$ cat src/rtl/dmem_port_arbiter_if.sv
`default_nettype none
// ============================================================================
//  Module   : dmem_port_arbiter_if
//  Brief    : Pipeline, debug and memory-side signal bundle for the arbiter.
//  Revision : 1.0
// ============================================================================
interface dmem_port_arbiter_if #(
    parameter int DATA_W = 64,
    parameter int IDX_W  = 10
);
    logic              p_req;
    logic              p_we;
    logic [63:0]       p_addr;
    logic [DATA_W-1:0] p_wdata;
    logic [DATA_W-1:0] p_rdata;
    logic              p_done;
    logic              p_stall;
    logic              p_inv_addr;

    logic              d_req;
    logic              d_we;
    logic [63:0]       d_addr;
    logic [DATA_W-1:0] d_wdata;
    logic              d_gnt;
    logic              d_valid;
    logic [DATA_W-1:0] d_rdata;
    logic              d_err;

    logic              mem_en;
    logic              mem_we;
    logic [IDX_W-1:0]  mem_idx;
    logic [DATA_W-1:0] mem_wdata;
    logic [DATA_W-1:0] mem_rdata;

    // Arbiter side
    modport slave (
        input  p_req, p_we, p_addr, p_wdata,
        output p_rdata, p_done, p_stall, p_inv_addr,
        input  d_req, d_we, d_addr, d_wdata,
        output d_gnt, d_valid, d_rdata, d_err,
        output mem_en, mem_we, mem_idx, mem_wdata,
        input  mem_rdata
    );

    // Requester / memory side
    modport master (
        output p_req, p_we, p_addr, p_wdata,
        input  p_rdata, p_done, p_stall, p_inv_addr,
        output d_req, d_we, d_addr, d_wdata,
        input  d_gnt, d_valid, d_rdata, d_err,
        input  mem_en, mem_we, mem_idx, mem_wdata,
        output mem_rdata
    );
endinterface
`default_nettype wire

$ cat src/rtl/dmem_port_arbiter.sv
`default_nettype none
// ============================================================================
//  Module   : dmem_port_arbiter
//  Brief    : Shares one single-port data memory between the MEM stage and a
//             debug/loader port; optional counters under DMEM_ARB_STATS_EN.
//  Revision : 1.0
// ============================================================================
module dmem_port_arbiter #(
    parameter int DATA_W     = 64,
    parameter int DEPTH      = 1024,
    parameter int STARVE_MAX = 4
) (
    input  wire                  clock,
    input  wire                  reset_n,
`ifdef DMEM_ARB_STATS_EN
    output logic [31:0]          stall_cycles,
    output logic [31:0]          dbg_grants,
`endif
    dmem_port_arbiter_if.slave   bus
);
    localparam int IDX_W = $clog2(DEPTH);
    localparam int CNT_W = $clog2(STARVE_MAX + 1);

    typedef enum logic [1:0] {
        S_IDLE = 2'd0,
        S_P_RD = 2'd1,
        S_D_RD = 2'd2
    } state_t;

    state_t             state, state_nxt;
    logic [CNT_W-1:0]   starve_cnt, starve_nxt;

    logic               p_inv, d_inv, p_ok, starve_max, d_win;

    assign p_inv      = (bus.p_addr[2:0] != 3'd0) || (bus.p_addr[63:3] >= 61'(DEPTH));
    assign d_inv      = (bus.d_addr[2:0] != 3'd0) || (bus.d_addr[63:3] >= 61'(DEPTH));
    assign p_ok       = bus.p_req && !p_inv;
    assign starve_max = (starve_cnt == CNT_W'(STARVE_MAX));
    // Debug takes the slot when the pipeline has no memory work or it has starved long enough
    assign d_win      = bus.d_req && (!p_ok || starve_max);

    always_ff @(posedge clock or negedge reset_n) begin
        if (!reset_n) begin
            state      <= S_IDLE;
            starve_cnt <= '0;
        end else begin
            state      <= state_nxt;
            starve_cnt <= starve_nxt;
        end
    end

    always_comb begin
        state_nxt      = state;
        starve_nxt     = starve_cnt;
        bus.p_rdata    = '0;
        bus.p_done     = 1'b0;
        bus.p_stall    = 1'b0;
        bus.p_inv_addr = 1'b0;
        bus.d_gnt      = 1'b0;
        bus.d_valid    = 1'b0;
        bus.d_rdata    = '0;
        bus.d_err      = 1'b0;
        bus.mem_en     = 1'b0;
        bus.mem_we     = 1'b0;
        bus.mem_idx    = '0;
        bus.mem_wdata  = '0;
        // Outputs are forced quiet while reset is asserted
        if (reset_n) begin
            case (state)
                S_IDLE: begin
                    if (bus.p_req && p_inv) begin
                        bus.p_inv_addr = 1'b1;
                        bus.p_done     = 1'b1;
                    end
                    if (d_win) begin
                        bus.d_gnt   = 1'b1;
                        bus.p_stall = p_ok;
                        if (d_inv) begin
                            bus.d_err = 1'b1;
                        end else begin
                            bus.mem_en    = 1'b1;
                            bus.mem_we    = bus.d_we;
                            bus.mem_idx   = bus.d_addr[IDX_W+2:3];
                            bus.mem_wdata = bus.d_wdata;
                            if (!bus.d_we) state_nxt = S_D_RD;
                        end
                    end else if (p_ok) begin
                        bus.mem_en    = 1'b1;
                        bus.mem_we    = bus.p_we;
                        bus.mem_idx   = bus.p_addr[IDX_W+2:3];
                        bus.mem_wdata = bus.p_wdata;
                        if (bus.p_we) begin
                            bus.p_done = 1'b1;
                        end else begin
                            bus.p_stall = 1'b1;
                            state_nxt   = S_P_RD;
                        end
                    end
                end
                S_P_RD: begin
                    bus.p_rdata = bus.mem_rdata;
                    bus.p_done  = 1'b1;
                    state_nxt   = S_IDLE;
                end
                S_D_RD: begin
                    bus.d_rdata = bus.mem_rdata;
                    bus.d_valid = 1'b1;
                    state_nxt   = S_IDLE;
                    if (p_ok) begin
                        bus.p_stall = 1'b1;
                    end else if (bus.p_req) begin
                        bus.p_inv_addr = 1'b1;
                        bus.p_done     = 1'b1;
                    end
                end
                default: state_nxt = S_IDLE;
            endcase

            if (bus.d_gnt) begin
                starve_nxt = '0;
            end else if (bus.d_req && !starve_max) begin
                starve_nxt = starve_cnt + 1'b1;
            end
        end
    end

`ifdef DMEM_ARB_STATS_EN
    always_ff @(posedge clock or negedge reset_n) begin
        if (!reset_n) begin
            stall_cycles <= '0;
            dbg_grants   <= '0;
        end else begin
            if (bus.p_stall) stall_cycles <= stall_cycles + 32'd1;
            if (bus.d_gnt)   dbg_grants   <= dbg_grants + 32'd1;
        end
    end
`endif

endmodule
`default_nettype wire
$ cat src/flat_wrapper.sv
// flat-port wrapper written by rule: the top's interface ports become plain ports
module dmem_port_arbiter_flat 
#(
    parameter int DATA_W     = 64,
    parameter int DEPTH      = 1024,
    parameter int STARVE_MAX = 4
)
  (clock, reset_n, bus_p_req, bus_p_we, bus_p_addr, bus_p_wdata, bus_p_rdata, bus_p_done, bus_p_stall, bus_p_inv_addr, bus_d_req, bus_d_we, bus_d_addr, bus_d_wdata, bus_d_gnt, bus_d_valid, bus_d_rdata, bus_d_err, bus_mem_en, bus_mem_we, bus_mem_idx, bus_mem_wdata, bus_mem_rdata);
  dmem_port_arbiter_if #(.DATA_W(DATA_W)) bus_i ();
  input  wire clock;
  input  wire reset_n;
  input wire logic [$bits(bus_i.p_req)-1:0] bus_p_req;
  input wire logic [$bits(bus_i.p_we)-1:0] bus_p_we;
  input wire logic [$bits(bus_i.p_addr)-1:0] bus_p_addr;
  input wire logic [$bits(bus_i.p_wdata)-1:0] bus_p_wdata;
  output wire logic [$bits(bus_i.p_rdata)-1:0] bus_p_rdata;
  output wire logic [$bits(bus_i.p_done)-1:0] bus_p_done;
  output wire logic [$bits(bus_i.p_stall)-1:0] bus_p_stall;
  output wire logic [$bits(bus_i.p_inv_addr)-1:0] bus_p_inv_addr;
  input wire logic [$bits(bus_i.d_req)-1:0] bus_d_req;
  input wire logic [$bits(bus_i.d_we)-1:0] bus_d_we;
  input wire logic [$bits(bus_i.d_addr)-1:0] bus_d_addr;
  input wire logic [$bits(bus_i.d_wdata)-1:0] bus_d_wdata;
  output wire logic [$bits(bus_i.d_gnt)-1:0] bus_d_gnt;
  output wire logic [$bits(bus_i.d_valid)-1:0] bus_d_valid;
  output wire logic [$bits(bus_i.d_rdata)-1:0] bus_d_rdata;
  output wire logic [$bits(bus_i.d_err)-1:0] bus_d_err;
  output wire logic [$bits(bus_i.mem_en)-1:0] bus_mem_en;
  output wire logic [$bits(bus_i.mem_we)-1:0] bus_mem_we;
  output wire logic [$bits(bus_i.mem_idx)-1:0] bus_mem_idx;
  output wire logic [$bits(bus_i.mem_wdata)-1:0] bus_mem_wdata;
  input wire logic [$bits(bus_i.mem_rdata)-1:0] bus_mem_rdata;
  assign bus_i.p_req = bus_p_req;
  assign bus_i.p_we = bus_p_we;
  assign bus_i.p_addr = bus_p_addr;
  assign bus_i.p_wdata = bus_p_wdata;
  assign bus_p_rdata = bus_i.p_rdata;
  assign bus_p_done = bus_i.p_done;
  assign bus_p_stall = bus_i.p_stall;
  assign bus_p_inv_addr = bus_i.p_inv_addr;
  assign bus_i.d_req = bus_d_req;
  assign bus_i.d_we = bus_d_we;
  assign bus_i.d_addr = bus_d_addr;
  assign bus_i.d_wdata = bus_d_wdata;
  assign bus_d_gnt = bus_i.d_gnt;
  assign bus_d_valid = bus_i.d_valid;
  assign bus_d_rdata = bus_i.d_rdata;
  assign bus_d_err = bus_i.d_err;
  assign bus_mem_en = bus_i.mem_en;
  assign bus_mem_we = bus_i.mem_we;
  assign bus_mem_idx = bus_i.mem_idx;
  assign bus_mem_wdata = bus_i.mem_wdata;
  assign bus_i.mem_rdata = bus_mem_rdata;
  dmem_port_arbiter #(.DATA_W(DATA_W), .DEPTH(DEPTH), .STARVE_MAX(STARVE_MAX)) u_core (.clock(clock), .reset_n(reset_n), .bus(bus_i));
endmodule
$ cat config.mk
export PLATFORM = sky130hd
export DESIGN_NAME = dmem_port_arbiter_flat
export DESIGN_NICKNAME = d
export VERILOG_FILES = /design/src/rtl/dmem_port_arbiter_if.sv /design/src/rtl/dmem_port_arbiter.sv /design/src/flat_wrapper.sv
export SDC_FILE = /design/constraint.sdc
export NUM_CORES = 1
export LEC_CHECK = 0
export BUFFER_PORTS_ARGS = -buffer_cell sky130_fd_sc_hd__buf_2
export CORE_AREA = 2 2 206 208
export CTS_CLUSTER_DIAMETER = 80
export DETAILED_ROUTE_END_ITERATION = 6
export DIE_AREA = 0 0 208 210
export SLEW_MARGIN = 20
export SYNTH_ARGS = -nofsm -noshare
export SYNTH_HDL_FRONTEND = slang
export SYNTH_SLANG_ARGS = --single-unit
$ cat constraint.sdc
create_clock -name clock -period 5 [get_ports clock]
set_input_delay 1.5 -clock clock [delete_from_list [all_inputs] [get_ports clock]]
set_output_delay 1.5 -clock clock [all_outputs]
set_load 0.01 [all_outputs]
==> impl_metrics.tcl, run 1 <==
set metrics [dict create \
    rr_startpoint "u_core.starve_cnt[0]" \
    clock-root-buffer "clkbuf_16" \
    viasPerCell 3.87 \
    cp_top_family "buffers and inverters" \
    clock-sinks 5 \
    overflow 0 \
    clock.fmax_ghz 0.197 \
    reg2reg_to "u_core.starve_cnt[0]" \
    antenna_found_initial 13 \
    die_w_um 208 \
    dpl_cell_area_um2 6460 \
    finalClockSkew_ps 3.91 \
    grt_max_degree 66 \
    p_per_area_nw_per_um2 59.4 \
    dr_total_vias 6243 \
    finalWirelength_mm 32.7 \
    crit_path_frequent_cell "buf_2" \
    setup_viol 30 \
    violations "negative setup slack" \
    outcome "finished, violations left" \
    htreeDepth 1 \
    power_switching_mw 0.180 \
    drc 0 \
    grt_pass1_vias 5795 \
    end_kind "primary output" \
    cp_num_buf_inv 7 \
    cts_tree "built" \
    ys_seq_area_share_pct 4.38 \
    sw_frac_of_total_pct 36.4 \
    yosysTopAreaCellShare_pct 28.1 \
    hp-start "u_core.starve_cnt[0]" \
    die_h_um 210 \
    cts.hold.buffers_added 0 \
    drt.antenna.violating_nets 0 \
    place.gp.congestion 0.899 \
    hold_viol_final 0 \
    power_frac_clock_pct 27.2 \
    first_pass_iters 4 \
    clk_path_buf_depth 2 \
    stdcell_area_um2 8310 \
    intPower_mw 0.314 \
    drt_iter0_drc 264 \
    p_seq_share_pct 9.5 \
    worstHoldPathType "reg -> reg" \
    core_um2 41500 \
    rsz0062_at_grt "yes" \
    cp_max_fo 5 \
    p_leak_nw 3.94 \
    nets 1393 \
    start_util_pct 6.88 \
    yosysMostFrequentCell "nand3_1" \
    place_inst 1560 \
    netlist_area_um2 2850 \
    r2r_slack_ps 2620 \
    instances_no_fill 1613 \
    tns_ps -630 \
    netlist_instances 491 \
    slew_headroom_pct 49.1 \
    synth_top_cell_by_area "and2_1" \
    grt_pass1_wl_mm 40.6 \
    crit_path_start_kind "input pin" \
    holdPathStages 2 \
    criticalPathCategory "in -> out" \
    post_synth_most_frequent_cells "nand3_1, and2_1, a21oi_1" \
    wl_per_cell_um 20.3 \
    io_buffer_count 535 \
    cpMaxStageDelayCell "o41ai_4" \
    final_core_util_pct 20.0 \
    synth.area.top_cells "and2_1, nand3_1, a21oi_1, nor4_1, dfrtp_1" \
    async_flop_share_pct 100 \
    whs_ps 570 \
    fin_crit_sh_pct 101 \
    tightest_slew_ps 764 \
    syn-num-nets 819 \
    ys_warn_count 0 \
    synth-seq-cells 5 \
    syn_to_final_growth_pct 191 \
    syn_area_per_cell_um2 5.81 \
    ys_types 37 \
    clock_latency_ps 230 \
    critPathRequiredTime_ps 3500 \
    io_pins 536 \
    max_cap_violations 0 \
    synth_edf_count 0 \
    layout_setup_ws_ps -67.2 \
    slew_violations 0 \
    cts_made_buffers 3 \
    ir_drop_mv 0.0981 \
    rows 75 \
    clk_pin_slew_ps 30 \
    worstHoldEndpoint "u_core.starve_cnt[0]" \
    min_period_ps 5070 \
    grt_util_all_layers_pct 12.9 \
    pre_cts_slack_ps -524 \
    die-area_um2 43700 \
    crit_path_max_incr_delay_ps 350 \
    drive_above_1_share_pct 73.9 \
    rr_worst_depth 13 \
    cp.arrival_ps 3570 \
    path_cells "buf_2 -> nor4_1 -> nand4_1 -> buf_4 -> o41ai_4 -> buf_6 -> buf_8 -> clkbuf_16 -> buf_12 -> nand3_2 -> a21oi_1 -> buf_2" \
    combPwrFrac_pct 63.3 \
    synth-main-ff-cell "dfrtp_1" \
    power_mw 0.493 \
    dp_hpwl_mm 24.6 \
]
## cell families after synthesis
logic type | synth area share, %
mux | 0.351
simple gates | 67.3
xor+xnor | 0.307
flops | 4.38
compound gates | 16.7
fa+ha+maj | 0.877
buf+inv | 10.0
## routing by layer
metal	GRT usage, %	part of all wire (%)	up-vias	wire, um
met3	2.04	7.1	50	2320
met1	13.3	34	2860	11200
met4	6.53	4.9	6	1600
met5	0	0.13	-	41
li1	-	-	2930	-
met2	25.2	53	397	17500
## worst max path at each step
stage / start / to / slack, ps / cells past startpoint
2_1_floorplan: bus_p_addr[61] / bus_mem_wdata[10] / 270 / 6
3_3_place_gp: bus_p_addr[61] / bus_mem_wdata[2] / -470 / 10
6_report: bus_p_addr[18] / bus_mem_wdata[51] / -70 / 12
5_1_grt: bus_p_addr[37] / bus_mem_wdata[11] / -240 / 14
4_1_cts: bus_p_addr[60] / bus_mem_wdata[7] / -160 / 14
3_5_place_dp: bus_p_addr[61] / bus_mem_wdata[2] / -520 / 10
## worst register-to-register path: stages, from the launching register on
cell and delay [ps]:
dfrtp_1 340, inv_1 70, ha_1 210, nand2_1 140, nand4_1 200, o41ai_4 340
buf_6 200, buf_8 150, clkbuf_16 150, buf_8 100, buf_4 110, buf_4 100
o21ai_0 70, mux2i_1 130
## layout by cell type, fill, tap and decap left out, types with 3 or more instances in the layout
| cell | n |
|---|---|
| nand3_2 | 79 |
| nor4_4 | 3 |
| nor2_1 | 5 |
| clkbuf_16 | 13 |
| o21ai_0 | 3 |
| inv_1 | 3 |
| a21oi_1 | 32 |
| buf_2 | 525 |
| diode_2 | 10 |
| nand2_1 | 4 |
| nand3_1 | 54 |
| nand4_1 | 8 |
| nand3_4 | 18 |
| buf_16 | 7 |
| buf_4 | 37 |
| nor4_1 | 21 |
| dfrtp_1 | 5 |
| and2_1 | 128 |
| buf_8 | 8 |
| buf_12 | 21 |
| nor4_2 | 4 |
| buf_6 | 16 |
| a21oi_2 | 43 |
## final cells by class
| type | instances | area, um2 |
|---|---|---|
| Antenna cell | 10 | 25.0 |
| Clock buffer | 4 | 78.8 |
| Inverter | 3 | 11.3 |
| Tap cell | 539 | 674 |
| Fill cell | 4697 | 33200 |
| Timing Repair Buffer | 624 | 4070 |
| Multi-Input combinational cell | 428 | 3330 |
| Sequential cell | 5 | 125 |
## registers in the layout, summed over array words and instances, names as in the netlist
signal	cells
u_core.state	2
u_core.starve_cnt	3
## power by group through the flow
stage                     Combinational (mW)  Sequential (mW)  Clock (mW)
after floorplan                       0.0533           0.0467           0
final                                  0.312           0.0468       0.134
after detailed placement               0.224           0.0473           0
after global placement                 0.224           0.0471           0
after CTS                              0.258           0.0468       0.136
after global routing                   0.334           0.0471       0.141
## repair_timing
item / in CTS / in global routing
setup endpoints to repair: 81 / 80
setup buffers: 7 / 12
pin swaps: 69 / 76
cloned: 8 / 13
resized for setup: 102 / 128
(Power assumes the default switching activity.)
==> run 2, diff against run 1 <==
Settings changed: CELL_PAD_IN_SITES_DETAIL_PLACEMENT set to 1, CELL_PAD_IN_SITES_GLOBAL_PLACEMENT set to 1, CORE_AREA 2 2 206 208 to 2 2 207 209, DIE_AREA 0 0 208 210 to 0 0 209 211, PLACE_DENSITY_LB_ADDON set to 0.1.
==> run 2 against run 1 <==
  * Core utilization shrank 0.92 points
  * The flow still finishes with violations (negative setup slack)
  * Worst setup slack gained 31 ps
  * Critical path type unchanged
  * Largest power group unchanged
  * Highest routed layer unchanged
  * Final cell count shrank 0.62%
  * Total power shrank 2.8%
==> impl_metrics.tcl, run 2 (same netlist as run 1, synthesis figures left out) <==
set metrics [dict create \
    clock.fmax_ghz 0.199 \
    dr_total_vias 6260 \
    worstHoldEndpoint "u_core.starve_cnt[0]" \
    violations "negative setup slack" \
    power_mw 0.479 \
    clock-root-buffer "clkbuf_16" \
    layout_setup_ws_ps -36.0 \
    antenna_found_initial 13 \
    clock_latency_ps 230 \
    hp-start "u_core.starve_cnt[0]" \
    outcome "finished, violations left" \
    rsz0062_at_grt "yes" \
    slew_headroom_pct 65.4 \
    cp_num_buf_inv 5 \
    holdPathStages 2 \
    crit_path_max_incr_delay_ps 550 \
    first_pass_iters 4 \
    critPathRequiredTime_ps 3500 \
    fin_crit_sh_pct 101 \
    core_um2 41800 \
    wl_per_cell_um 21.5 \
    largest_reg_flops 3 \
    cts_tree "built" \
    finalWirelength_mm 34.5 \
    max_cap_violations 0 \
    dp_hpwl_mm 27.7 \
    setup_viol 9 \
    path_cells "buf_2 -> nor4_2 -> nand4_1 -> buf_6 -> o41a_4 -> buf_12 -> clkbuf_16 -> nand3_1 -> a21oi_2 -> buf_2" \
    fillers 5096 \
    cts.hold.buffers_added 0 \
    io_pins 536 \
    final_common_cell "buf_2" \
    criticalPathCategory "in -> out" \
    tns_ps -118 \
    hold_viol_final 0 \
    drt.antenna.violating_nets 0 \
    final_cell_mix "buf_2, and2_1, nand3_1" \
    cts_made_buffers 3 \
    crit_path_frequent_cell "buf_2" \
    stdcell_area_um2 7990 \
    ir_drop_mv 0.0414 \
    p_leak_nw 3.91 \
    viasPerCell 3.91 \
    crit_path_start_kind "input pin" \
    drive_above_1_share_pct 68.4 \
    slew_violations 0 \
    rows 75 \
    rr_worst_depth 11 \
    worstHoldPathType "reg -> reg" \
    grt_util_all_layers_pct 14.4 \
    place.gp.congestion 0.776 \
    tightest_slew_ps 519 \
    p_per_area_nw_per_um2 60.0 \
    min_period_ps 5040 \
    clock-sinks 5 \
    start_util_pct 6.83 \
    cpMaxStageDelayCell "o41a_4" \
    grt_pass1_wl_mm 46.2 \
    reg.largest.list "u_core.starve_cnt (3), u_core.state (2)" \
    rr_startpoint "u_core.starve_cnt[0]" \
    largest_register "u_core.starve_cnt" \
    die_h_um 211 \
    io_buffer_count 535 \
    drt_iter0_drc 129 \
    r2r_slack_ps 2950 \
    overflow 0 \
    die-area_um2 44100 \
    die_w_um 209 \
    reg2reg_to "u_core.starve_cnt[2]" \
    htreeDepth 1 \
    cp_top_family "buffers and inverters" \
    end_kind "primary output" \
    dpl_cell_area_um2 6580 \
    cp.arrival_ps 3540 \
    pre_cts_slack_ps -307 \
    whs_ps 568 \
    nets 1388 \
    finalClockSkew_ps 0.206 \
    grt_max_degree 66 \
    drc 0 \
    syn_to_final_growth_pct 180 \
    clk_pin_slew_ps 30 \
    cp_max_fo 8 \
    clk_path_buf_depth 2 \
    grt_pass1_vias 6660 \
]
run 2: cell types whose count changed in the layout (fill, tap and decap cells not counted), sizes merged:
cell    previous run  this run
buf              614       612
bufbuf             0         1
clkbuf            14        10
diode             10         5
run 2: cell type report:
type                    instances  area (um2)  share of cell area (%)
repair buffers                619        3980                    49.8
multi-input cells             428        3110                    38.9
well taps                     539         674                    8.44
flip-flops and latches          5         125                    1.57
clock buffers                   4        78.8                   0.987
diodes                          5        12.5                   0.157
inverters                       3        11.3                   0.141
run 2: through the flow:
| step | cells | util [%] |
|---|---|---|
| 2_1_floorplan | 491 | - |
| 3_3_place_gp | 1567 | 15.7 |
| 3_5_place_dp | 1567 | 15.7 |
| 4_1_cts | 1590 | 17.6 |
| 5_1_grt | 1599 | 19.1 |
| 6_report | 1603 | 19.1 |
run 2: how the worst max path moves through the flow:
stage,slack (ps),cells past startpoint,start,endpoint
after floorplan,270,6,bus_p_addr[61],bus_mem_wdata[10]
after global placement,-320,11,bus_p_addr[54],bus_mem_wdata[61]
after detailed placement,-310,11,bus_p_addr[54],bus_mem_wdata[61]
after CTS,-90,9,bus_p_addr[63],bus_p_done
after global routing,-200,11,bus_p_addr[60],bus_mem_wdata[48]
final,-40,10,bus_p_addr[36],bus_mem_wdata[47]
run 2: repair_timing:
| item | CTS | global route |
|---|---|---|
| buffers inserted | 11 | 2 |
| pin swaps | 38 | 43 |
| gates resized for setup | 76 | 89 |
| gates cloned | 9 | 6 |
| setup endpoints to repair | 81 | 81 |
run 2: metal layers:
layer  vias up  track usage [%]  part of all wire, %
li1       2910                -                    -
met1      2944             13.8                   34
met2       361             30.1                   56
met3        41             3.48                  7.4
met4         4             3.89                  3.0
met5         -                0                0.061
run 2: tightest hold or removal path, stage by stage (launching register included):
cell,delay (ps)
dfrtp_1,340
inv_1,70
mux2i_1,110
run 2: report_power, final:
part / leakage, nW / switching (mW) / total, mW / internal (mW)
Combinational: 3.80 / 0.140 / 0.298 / 0.158
Clock: 0.0382 / 0.0285 / 0.134 / 0.106
Sequential: 0.0672 / 0.00242 / 0.0468 / 0.0444
